## src/rtl/decode_queue.sv

```systemverilog
// DEPTH-entry instruction queue that decodes each MIPS word on entry and presents the head.
// Optional macro DECODE_ILLEGAL_TRAP_EN: unknown words flag illegal and stop the queue like HALT.
package cpu_types_pkg;
    typedef enum logic [3:0] {
        ALU_ADD = 4'd0, ALU_SUB = 4'd1, ALU_AND = 4'd2, ALU_OR  = 4'd3, ALU_XOR = 4'd4,
        ALU_NOR = 4'd5, ALU_SLT = 4'd6, ALU_SLTU = 4'd7, ALU_SLL = 4'd8, ALU_SRL = 4'd9
    } aluop_t;

    localparam logic [5:0] OP_RTYPE = 6'h00, OP_J    = 6'h02, OP_JAL  = 6'h03, OP_BEQ   = 6'h04;
    localparam logic [5:0] OP_BNE   = 6'h05, OP_ADDI = 6'h08, OP_ADDIU = 6'h09, OP_SLTI = 6'h0a;
    localparam logic [5:0] OP_SLTIU = 6'h0b, OP_ANDI = 6'h0c, OP_ORI  = 6'h0d, OP_XORI  = 6'h0e;
    localparam logic [5:0] OP_LUI   = 6'h0f, OP_LW   = 6'h23, OP_SW   = 6'h2b, OP_LL    = 6'h30;
    localparam logic [5:0] OP_SC    = 6'h38, OP_HALT = 6'h3f;

    localparam logic [5:0] FN_SLL = 6'h00, FN_SRL  = 6'h02, FN_JR  = 6'h08, FN_ADD = 6'h20;
    localparam logic [5:0] FN_ADDU = 6'h21, FN_SUB = 6'h22, FN_SUBU = 6'h23, FN_AND = 6'h24;
    localparam logic [5:0] FN_OR  = 6'h25, FN_XOR  = 6'h26, FN_NOR = 6'h27, FN_SLT = 6'h2a;
    localparam logic [5:0] FN_SLTU = 6'h2b;

    typedef struct packed {
        aluop_t      aluop;
        logic [4:0]  shamt;
        logic        regdst, alusrc, extop, memtoreg, regwrite, dren, dwen, back_pad, datomic;
        logic [1:0]  branch;
        logic [1:0]  jump;
        logic        illegal;
        logic        halt;
    } ctrl_t;
endpackage

module decode_queue #(
    parameter int DEPTH = 4
) (
    input logic          CLK,
    input logic          nRST,
    decode_queue_if.slave q
);
    import cpu_types_pkg::*;

    localparam int PTR_W = $clog2(DEPTH);
    localparam int CNT_W = $clog2(DEPTH + 1);
`ifdef DECODE_ILLEGAL_TRAP_EN
    localparam bit TRAP_EN = 1'b1;
`else
    localparam bit TRAP_EN = 1'b0;
`endif

    logic [31:0]      instr_mem_q [DEPTH];
    ctrl_t            ctrl_mem_q  [DEPTH];
    logic [PTR_W-1:0] head_q, head_d, tail_q, tail_d;
    logic [CNT_W-1:0] count_q, count_d;
    logic             halt_seen_q, halt_seen_d, halted_q, halted_d;
    logic             enq, deq, wr_en;
    ctrl_t            in_ctrl, head_raw, head_ctrl;

    function automatic ctrl_t decode(input logic [31:0] w);
        ctrl_t c;
        c = '0;
        case (w[31:26])
            OP_RTYPE: begin
                c.regdst   = 1'b1;
                c.regwrite = 1'b1;
                case (w[5:0])
                    FN_SLL:          begin c.aluop = ALU_SLL; c.shamt = w[10:6]; end
                    FN_SRL:          begin c.aluop = ALU_SRL; c.shamt = w[10:6]; end
                    FN_ADD, FN_ADDU: c.aluop = ALU_ADD;
                    FN_SUB, FN_SUBU: c.aluop = ALU_SUB;
                    FN_AND:          c.aluop = ALU_AND;
                    FN_OR:           c.aluop = ALU_OR;
                    FN_XOR:          c.aluop = ALU_XOR;
                    FN_NOR:          c.aluop = ALU_NOR;
                    FN_SLT:          c.aluop = ALU_SLT;
                    FN_SLTU:         c.aluop = ALU_SLTU;
                    FN_JR:           begin c = '0; c.jump = 2'b01; end
                    default:         begin c = '0; c.illegal = 1'b1; end
                endcase
            end
            OP_J:     c.jump = 2'b10;
            OP_JAL:   begin c.jump = 2'b11; c.regwrite = 1'b1; end
            OP_BEQ:   begin c.aluop = ALU_SUB; c.branch = 2'b01; end
            OP_BNE:   begin c.aluop = ALU_SUB; c.branch = 2'b10; end
            OP_ADDI, OP_ADDIU: begin c.alusrc = 1'b1; c.extop = 1'b1; c.regwrite = 1'b1; end
            OP_SLTI:  begin c.aluop = ALU_SLT; c.alusrc = 1'b1; c.extop = 1'b1; c.regwrite = 1'b1; end
            OP_SLTIU: begin c.aluop = ALU_SLTU; c.alusrc = 1'b1; c.extop = 1'b1; c.regwrite = 1'b1; end
            OP_ANDI:  begin c.aluop = ALU_AND; c.alusrc = 1'b1; c.regwrite = 1'b1; end
            OP_ORI:   begin c.aluop = ALU_OR; c.alusrc = 1'b1; c.regwrite = 1'b1; end
            OP_XORI:  begin c.aluop = ALU_XOR; c.alusrc = 1'b1; c.regwrite = 1'b1; end
            OP_LUI:   begin c.aluop = ALU_OR; c.back_pad = 1'b1; end
            OP_LW:    begin c.dren = 1'b1; c.memtoreg = 1'b1; end
            OP_SW:    c.dwen = 1'b1;
            OP_LL:    begin c.dren = 1'b1; c.memtoreg = 1'b1; c.datomic = 1'b1; end
            OP_SC:    begin c.dwen = 1'b1; c.memtoreg = 1'b1; c.regwrite = 1'b1; c.datomic = 1'b1; end
            OP_HALT:  c.halt = 1'b1;
            default:  c.illegal = 1'b1;
        endcase
        return c;
    endfunction

    // A word that ends the instruction stream: HALT, or an unknown word when trapping.
    function automatic logic stops(input ctrl_t c);
        return c.halt || (TRAP_EN && c.illegal);
    endfunction

    assign in_ctrl     = decode(q.instr_in);
    assign q.in_ready  = (count_q != CNT_W'(DEPTH)) && !halt_seen_q && !halted_q;
    assign q.out_valid = (count_q != '0);
    assign enq         = q.in_valid && q.in_ready;
    assign deq         = q.out_valid && q.out_ready;
    assign wr_en       = enq && !q.flush;
    assign head_raw    = ctrl_mem_q[head_q];
    assign head_ctrl   = q.out_valid ? head_raw : '0;

    always_comb begin
        head_d      = head_q;
        tail_d      = tail_q;
        count_d     = count_q;
        halt_seen_d = halt_seen_q;
        halted_d    = halted_q;
        if (q.flush) begin
            head_d      = '0;
            tail_d      = '0;
            count_d     = '0;
            halt_seen_d = 1'b0;
        end else begin
            if (enq) begin
                tail_d = tail_q + 1'b1;
                if (stops(in_ctrl)) halt_seen_d = 1'b1;
            end
            if (deq) begin
                head_d = head_q + 1'b1;
                if (stops(head_raw)) halted_d = 1'b1;
            end
            count_d = count_q + CNT_W'(enq) - CNT_W'(deq);
        end
    end

    always_ff @(posedge CLK or negedge nRST) begin
        if (!nRST) begin
            head_q      <= '0;
            tail_q      <= '0;
            count_q     <= '0;
            halt_seen_q <= 1'b0;
            halted_q    <= 1'b0;
        end else begin
            head_q      <= head_d;
            tail_q      <= tail_d;
            count_q     <= count_d;
            halt_seen_q <= halt_seen_d;
            halted_q    <= halted_d;
        end
    end

    // Storage needs no reset: every read is masked by out_valid.
    always_ff @(posedge CLK) begin
        if (wr_en) begin
            instr_mem_q[tail_q] <= q.instr_in;
            ctrl_mem_q[tail_q]  <= in_ctrl;
        end
    end

    assign q.out_instr = q.out_valid ? instr_mem_q[head_q] : '0;
    assign q.aluop     = head_ctrl.aluop;
    assign q.shamt     = head_ctrl.shamt;
    assign q.regdst    = head_ctrl.regdst;
    assign q.alusrc    = head_ctrl.alusrc;
    assign q.extop     = head_ctrl.extop;
    assign q.memtoreg  = head_ctrl.memtoreg;
    assign q.regwrite  = head_ctrl.regwrite;
    assign q.dren      = head_ctrl.dren;
    assign q.dwen      = head_ctrl.dwen;
    assign q.back_pad  = head_ctrl.back_pad;
    assign q.datomic   = head_ctrl.datomic;
    assign q.branch    = head_ctrl.branch;
    assign q.jump      = head_ctrl.jump;
    assign q.count     = count_q;
    assign q.halted    = halted_q;
    assign q.illegal   = TRAP_EN && head_ctrl.illegal;
endmodule
```

## src/rtl/decode_queue_if.sv

```systemverilog
// Fetch/execute handshake bundle for decode_queue: enqueue side, dequeue side and
// the decoded control fields of the head entry.
interface decode_queue_if #(
    parameter int DEPTH = 4
);
    localparam int CNT_W = $clog2(DEPTH + 1);

    // Valid/ready: a transfer happens on a rising edge where valid && ready are both 1.
    // in_ready depends only on queue state, never on out_ready.
    logic              flush;
    logic              in_valid;
    logic [31:0]       instr_in;
    logic              in_ready;
    logic              out_valid;
    logic              out_ready;
    logic [31:0]       out_instr;
    logic [3:0]        aluop;
    logic [4:0]        shamt;
    logic              regdst;
    logic              alusrc;
    logic              extop;
    logic              memtoreg;
    logic              regwrite;
    logic              dren;
    logic              dwen;
    logic              back_pad;
    logic              datomic;
    logic [1:0]        branch;
    logic [1:0]        jump;
    logic [CNT_W-1:0]  count;
    logic              halted;
    logic              illegal;

    modport master (
        output flush, in_valid, instr_in, out_ready,
        input  in_ready, out_valid, out_instr, aluop, shamt, regdst, alusrc, extop,
               memtoreg, regwrite, dren, dwen, back_pad, datomic, branch, jump,
               count, halted, illegal
    );

    modport slave (
        input  flush, in_valid, instr_in, out_ready,
        output in_ready, out_valid, out_instr, aluop, shamt, regdst, alusrc, extop,
               memtoreg, regwrite, dren, dwen, back_pad, datomic, branch, jump,
               count, halted, illegal
    );
endinterface

```

## src/flat_wrapper.sv

```systemverilog
// flat-port wrapper written by rule: the top's interface ports become plain ports
module decode_queue_flat import cpu_types_pkg::*;
#(
    parameter int DEPTH = 4
)
  (CLK, nRST, q_flush, q_in_valid, q_instr_in, q_out_ready, q_in_ready, q_out_valid, q_out_instr, q_aluop, q_shamt, q_regdst, q_alusrc, q_extop, q_memtoreg, q_regwrite, q_dren, q_dwen, q_back_pad, q_datomic, q_branch, q_jump, q_count, q_halted, q_illegal);
  decode_queue_if #(.DEPTH(DEPTH)) q_i ();
  input logic CLK;
  input logic nRST;
  input wire logic [$bits(q_i.flush)-1:0] q_flush;
  input wire logic [$bits(q_i.in_valid)-1:0] q_in_valid;
  input wire logic [$bits(q_i.instr_in)-1:0] q_instr_in;
  input wire logic [$bits(q_i.out_ready)-1:0] q_out_ready;
  output wire logic [$bits(q_i.in_ready)-1:0] q_in_ready;
  output wire logic [$bits(q_i.out_valid)-1:0] q_out_valid;
  output wire logic [$bits(q_i.out_instr)-1:0] q_out_instr;
  output wire logic [$bits(q_i.aluop)-1:0] q_aluop;
  output wire logic [$bits(q_i.shamt)-1:0] q_shamt;
  output wire logic [$bits(q_i.regdst)-1:0] q_regdst;
  output wire logic [$bits(q_i.alusrc)-1:0] q_alusrc;
  output wire logic [$bits(q_i.extop)-1:0] q_extop;
  output wire logic [$bits(q_i.memtoreg)-1:0] q_memtoreg;
  output wire logic [$bits(q_i.regwrite)-1:0] q_regwrite;
  output wire logic [$bits(q_i.dren)-1:0] q_dren;
  output wire logic [$bits(q_i.dwen)-1:0] q_dwen;
  output wire logic [$bits(q_i.back_pad)-1:0] q_back_pad;
  output wire logic [$bits(q_i.datomic)-1:0] q_datomic;
  output wire logic [$bits(q_i.branch)-1:0] q_branch;
  output wire logic [$bits(q_i.jump)-1:0] q_jump;
  output wire logic [$bits(q_i.count)-1:0] q_count;
  output wire logic [$bits(q_i.halted)-1:0] q_halted;
  output wire logic [$bits(q_i.illegal)-1:0] q_illegal;
  assign q_i.flush = q_flush;
  assign q_i.in_valid = q_in_valid;
  assign q_i.instr_in = q_instr_in;
  assign q_i.out_ready = q_out_ready;
  assign q_in_ready = q_i.in_ready;
  assign q_out_valid = q_i.out_valid;
  assign q_out_instr = q_i.out_instr;
  assign q_aluop = q_i.aluop;
  assign q_shamt = q_i.shamt;
  assign q_regdst = q_i.regdst;
  assign q_alusrc = q_i.alusrc;
  assign q_extop = q_i.extop;
  assign q_memtoreg = q_i.memtoreg;
  assign q_regwrite = q_i.regwrite;
  assign q_dren = q_i.dren;
  assign q_dwen = q_i.dwen;
  assign q_back_pad = q_i.back_pad;
  assign q_datomic = q_i.datomic;
  assign q_branch = q_i.branch;
  assign q_jump = q_i.jump;
  assign q_count = q_i.count;
  assign q_halted = q_i.halted;
  assign q_illegal = q_i.illegal;
  decode_queue #(.DEPTH(DEPTH)) u_core (.CLK(CLK), .nRST(nRST), .q(q_i));
endmodule
```

## config.mk

```make
export PLATFORM = sky130hd
export DESIGN_NAME = decode_queue_flat
export DESIGN_NICKNAME = d
export VERILOG_FILES = /design/src/rtl/decode_queue.sv /design/src/rtl/decode_queue_if.sv /design/src/flat_wrapper.sv
export SDC_FILE = /design/constraint.sdc
export NUM_CORES = 1
export LEC_CHECK = 0
export CAP_MARGIN = 0
export CORE_MARGIN = 5
export CORE_UTILIZATION = 33
export CTS_CLUSTER_DIAMETER = 80
export CTS_CLUSTER_SIZE = 24
export DETAILED_ROUTE_END_ITERATION = 16
export GPL_TIMING_DRIVEN = 0
export PLACE_DENSITY = 0.61
export SLEW_MARGIN = 0
export SYNTH_ARGS = -nofsm -noshare
export SYNTH_HDL_FRONTEND = slang
export SYNTH_SLANG_ARGS = --single-unit
```

## constraint.sdc

```tcl
create_clock -name CLK -period 3.9 [get_ports CLK]
set_input_delay 0.78 -clock CLK [delete_from_list [all_inputs] [get_ports CLK]]
set_output_delay 0.78 -clock CLK [all_outputs]
set_load 0.01 [all_outputs]
```

==> flow_summary.ini <==
[detailed_routing]
drc_errors = 0
drtPass1Iterations = 4
drtAntennaViolNets = 0
vias = 4548
wl_per_cell_um = 19.8
drt-initial-drc-count = 284
via_per_inst = 4.70
totalWireLength_um = 19100

[global_route]
grt_pass1_wl_um = 29800
grt_overflow_total = 0
grt_pass1_vias = 5050
grt_max_degree = 47
grt_usage_pct = 12.3
antenna_found_initial = 0

[place]
pre_cts_ws_ns = 0.713
post_dp_cell_area_um2 = 10800
place_congestion = 0.760
numPortBuffers = 95
dp_hpwl_um = 12400

[timing]
post-route-period-util_pct = 91.2
maxSlewViolCount = 0
slew-limit-headroom_pct = 49.1
setup_violations = 0
fmax_ghz = 0.281
worst_slack_ns = 0.343
worst_slew_pin_slew_ns = 0.754
rsz0062_at_grt = no
finalHoldViolations = 0
layout_min_cycle_time_ns = 3.56
skew_ns = 0.0196
holdWs_ns = 0.605
finalSetupTns_ns = 0

[yosys]
netlist_area_um2 = 9230
syn_avg_cell_area_um2 = 19.8
ys_seq_elements = 229
synth-async-reset-ratio_pct = 3.93
yosysWarnings = 0
ys_types = 45
yosysSeqAreaShare_pct = 74.1
synth-edff-count = 220
syn_nets = 511
synth-main-ff-cell = edfxtp_1
synth_cells = 467

[clock_tree]
clockBufferDepth = 3
cts_resized = 0
hold_buffers = 0
post_cts_buffers = 0
cts_root_buf = clkbuf_16
cts.sinks = 229
clk_pin_slew_ns = 0.09
numCtsBuffers = 15
clk_latency_ns = 0.47
cts_htree_levels = 1
cts_tree = yes

[worst_setup_path]
crit_chain = or3_1, clkbuf_1, clkbuf_1, and2_1, clkdlybuf4s50_1
cp_common_cell = clkbuf_1
cpPeakStageDelay_ns = 0.55
cp_num_buf_inv = 3
cp-start-kind = flop
arrival_ns = 2.78
cp-end-kind = output port
crit_type = reg2out
crit_path_max_fanout = 10
critPathSlowestCell = clkdlybuf4s50_1
required_ns = 3.12
cpLargestDelayFamily = buffers and inverters

[pwr]
power_frac_seq_pct = 43.3
power_switching_mw = 1.83
switching_share_pct = 28.2
p_leak_nw = 3.58
total_power_mw = 6.49
ir_drop_v = 0.000306
p_clk_share_pct = 24.2
power_frac_comb_pct = 32.5
intPower_mw = 4.66
p_per_area_nw_per_um2 = 578

[final_layout]
diodes = 0
final_cell_area_um2 = 11200
drive_gt1_share_pct = 17.5
area_delta_synth_final_pct = 21.9
nets = 627
n_fill_cell = 2475

[floorplan]
die_w_um = 177
die-area_um2 = 31400
core_um2 = 27700
initial_utilization_pct = 33.3
num_io_pins = 98
rows = 61
die-height_um = 177

[job]
max_cap_violations = 0

[min_path]
hold_class = reg2reg

[run_status]
outcome = complete, no violations
## power groups by stage
stage | combinational (mW) | clock, mW | sequential (mW)
6_report | 2.11 | 1.57 | 2.81
5_1_grt | 2.31 | 1.73 | 2.82
2_1_floorplan | 1.13 | 0 | 2.86
3_5_place_dp | 2.18 | 0 | 2.87
4_1_cts | 2.20 | 1.63 | 2.81
3_3_place_gp | 2.15 | 0 | 2.86
## flip-flops by register name (all words and copies together), names as in the netlist
signal,flops
u_core.q.count,3
u_core.head_q,2
u_core.tail_q,2
u_core.ctrl_mem_q,92
u_core.q.halted,1
u_core.halt_seen_q,1
u_core.instr_mem_q,128
## per-stage QoR
| stage | utilization [%] | cells |
|---|---|---|
| floorplan | - | 467 |
| CTS | 40.6 | 967 |
| detailed placement | 38.9 | 944 |
| finish | 40.6 | 967 |
| global placement | 38.4 | 940 |
| global route | 40.6 | 967 |
## worst paths after layout
kind	start	endpoint	slack [ns]	cells past startpoint
worst max-delay path	u_core.q.count[2]$_DFF_PN0_	q_out_instr[3]	0.34	5
min in group asynchronous	nRST	u_core.head_q[1]$_DFFE_PN0P_	0.62	1
max in group asynchronous	nRST	u_core.q.count[2]$_DFF_PN0_	2.95	1
worst max register to register	u_core.q.count[1]$_DFF_PN0_	u_core.q.count[2]$_DFF_PN0_	1.34	10
worst min-delay path	u_core.halt_seen_q$_DFFE_PN0P_	u_core.halt_seen_q$_DFFE_PN0P_	0.60	2
worst min register to register	u_core.halt_seen_q$_DFFE_PN0P_	u_core.halt_seen_q$_DFFE_PN0P_	0.60	2
## layer usage
layer | GRT usage [%] | wire length (µm) | vias up | share of wire [%]
met5 | 0 | 0 | - | 0
met4 | 2.55 | 329 | 0 | 1.7
met3 | 2.24 | 1000 | 20 | 5.2
met2 | 20.8 | 9590 | 124 | 50
met1 | 16.8 | 8200 | 2342 | 43
li1 | - | - | 2062 | -
## worst register-to-register path, cell delays in order, from the launching register on
cell	delay [ns]
dfrtp_1	0.46
or3_1	0.44
and2_1	0.23
ha_1	0.28
inv_1	0.06
ha_1	0.15
inv_1	0.05
fa_1	0.39
xor2_1	0.16
xnor2_1	0.16
nor2_1	0.06
## cell usage in the layout (no fill, tap or decap), types with 2 or more instances in the layout
cell type and n:
o21ai_1 2, and3_4 4, clkdlybuf4s50_1 95, clkbuf_16 15, nor3b_1 2, nand3_1 3, dfrtp_1 9, inv_1 10
nor2_1 16, buf_4 5, nor3_1 4, nand3b_1 2, buf_16 4, xnor2_1 3, buf_2 6, mux4_2 55
a21oi_1 6, o21ai_0 3, clkbuf_1 16, ha_1 6, nand2_1 6, nand4b_1 2, clkinv_4 2, edfxtp_1 220
and2_1 60, xor2_1 3, or3_1 2, nand2b_1 3
## final cells by class
type	instances	area, µm²	area share (%)
Buffer	25	128	1.14
Inverter	10	37.5	0.334
Tap cell	378	473	4.21
Sequential cell	229	6830	60.8
Multi-Input combinational cell	203	2250	20.0
Clock inverter	5	76.3	0.679
Clock buffer	18	387	3.44
Timing Repair Buffer	99	1060	9.44
## cell usage after synthesis (all sizes together), types with 2 or more instances
cell,n,area share (%)
nand4b,2,0.19
nor3,5,0.39
nand2,6,0.24
nand3b,2,0.16
buf,12,0.85
xor2,3,0.28
nor3b,2,0.16
xnor2,3,0.28
and2,60,4.1
nand3,3,0.16
inv,10,0.41
clkbuf,13,0.53
edfxtp,220,72
ha,6,0.81
o21ai,5,0.27
dfrtp,9,2.4
nand2b,3,0.20
a21oi,6,0.33
nor2,16,0.65
or3,2,0.14
and3,5,0.34
mux4,55,13
nor2b,2,0.16
## logic make-up (layout without fill, tap and decap cells)
| family | after synthesis | count (layout) | synth area share (%) |
|---|---|---|---|
| AO/OA/AOI/OAI | 21 | 21 | 1.70 |
| XOR/XNOR | 6 | 6 | 0.570 |
| adder cells (fa/ha/maj) | 7 | 7 | 1.03 |
| buffers and inverters | 35 | 157 | 1.79 |
| flip-flops | 229 | 229 | 74.1 |
| multiplexers | 57 | 57 | 13.7 |
| other | 1 | 1 | 0.0406 |
| AND/OR/NAND/NOR | 111 | 111 | 7.16 |
Note: power is estimated with default switching activity, not from simulation.
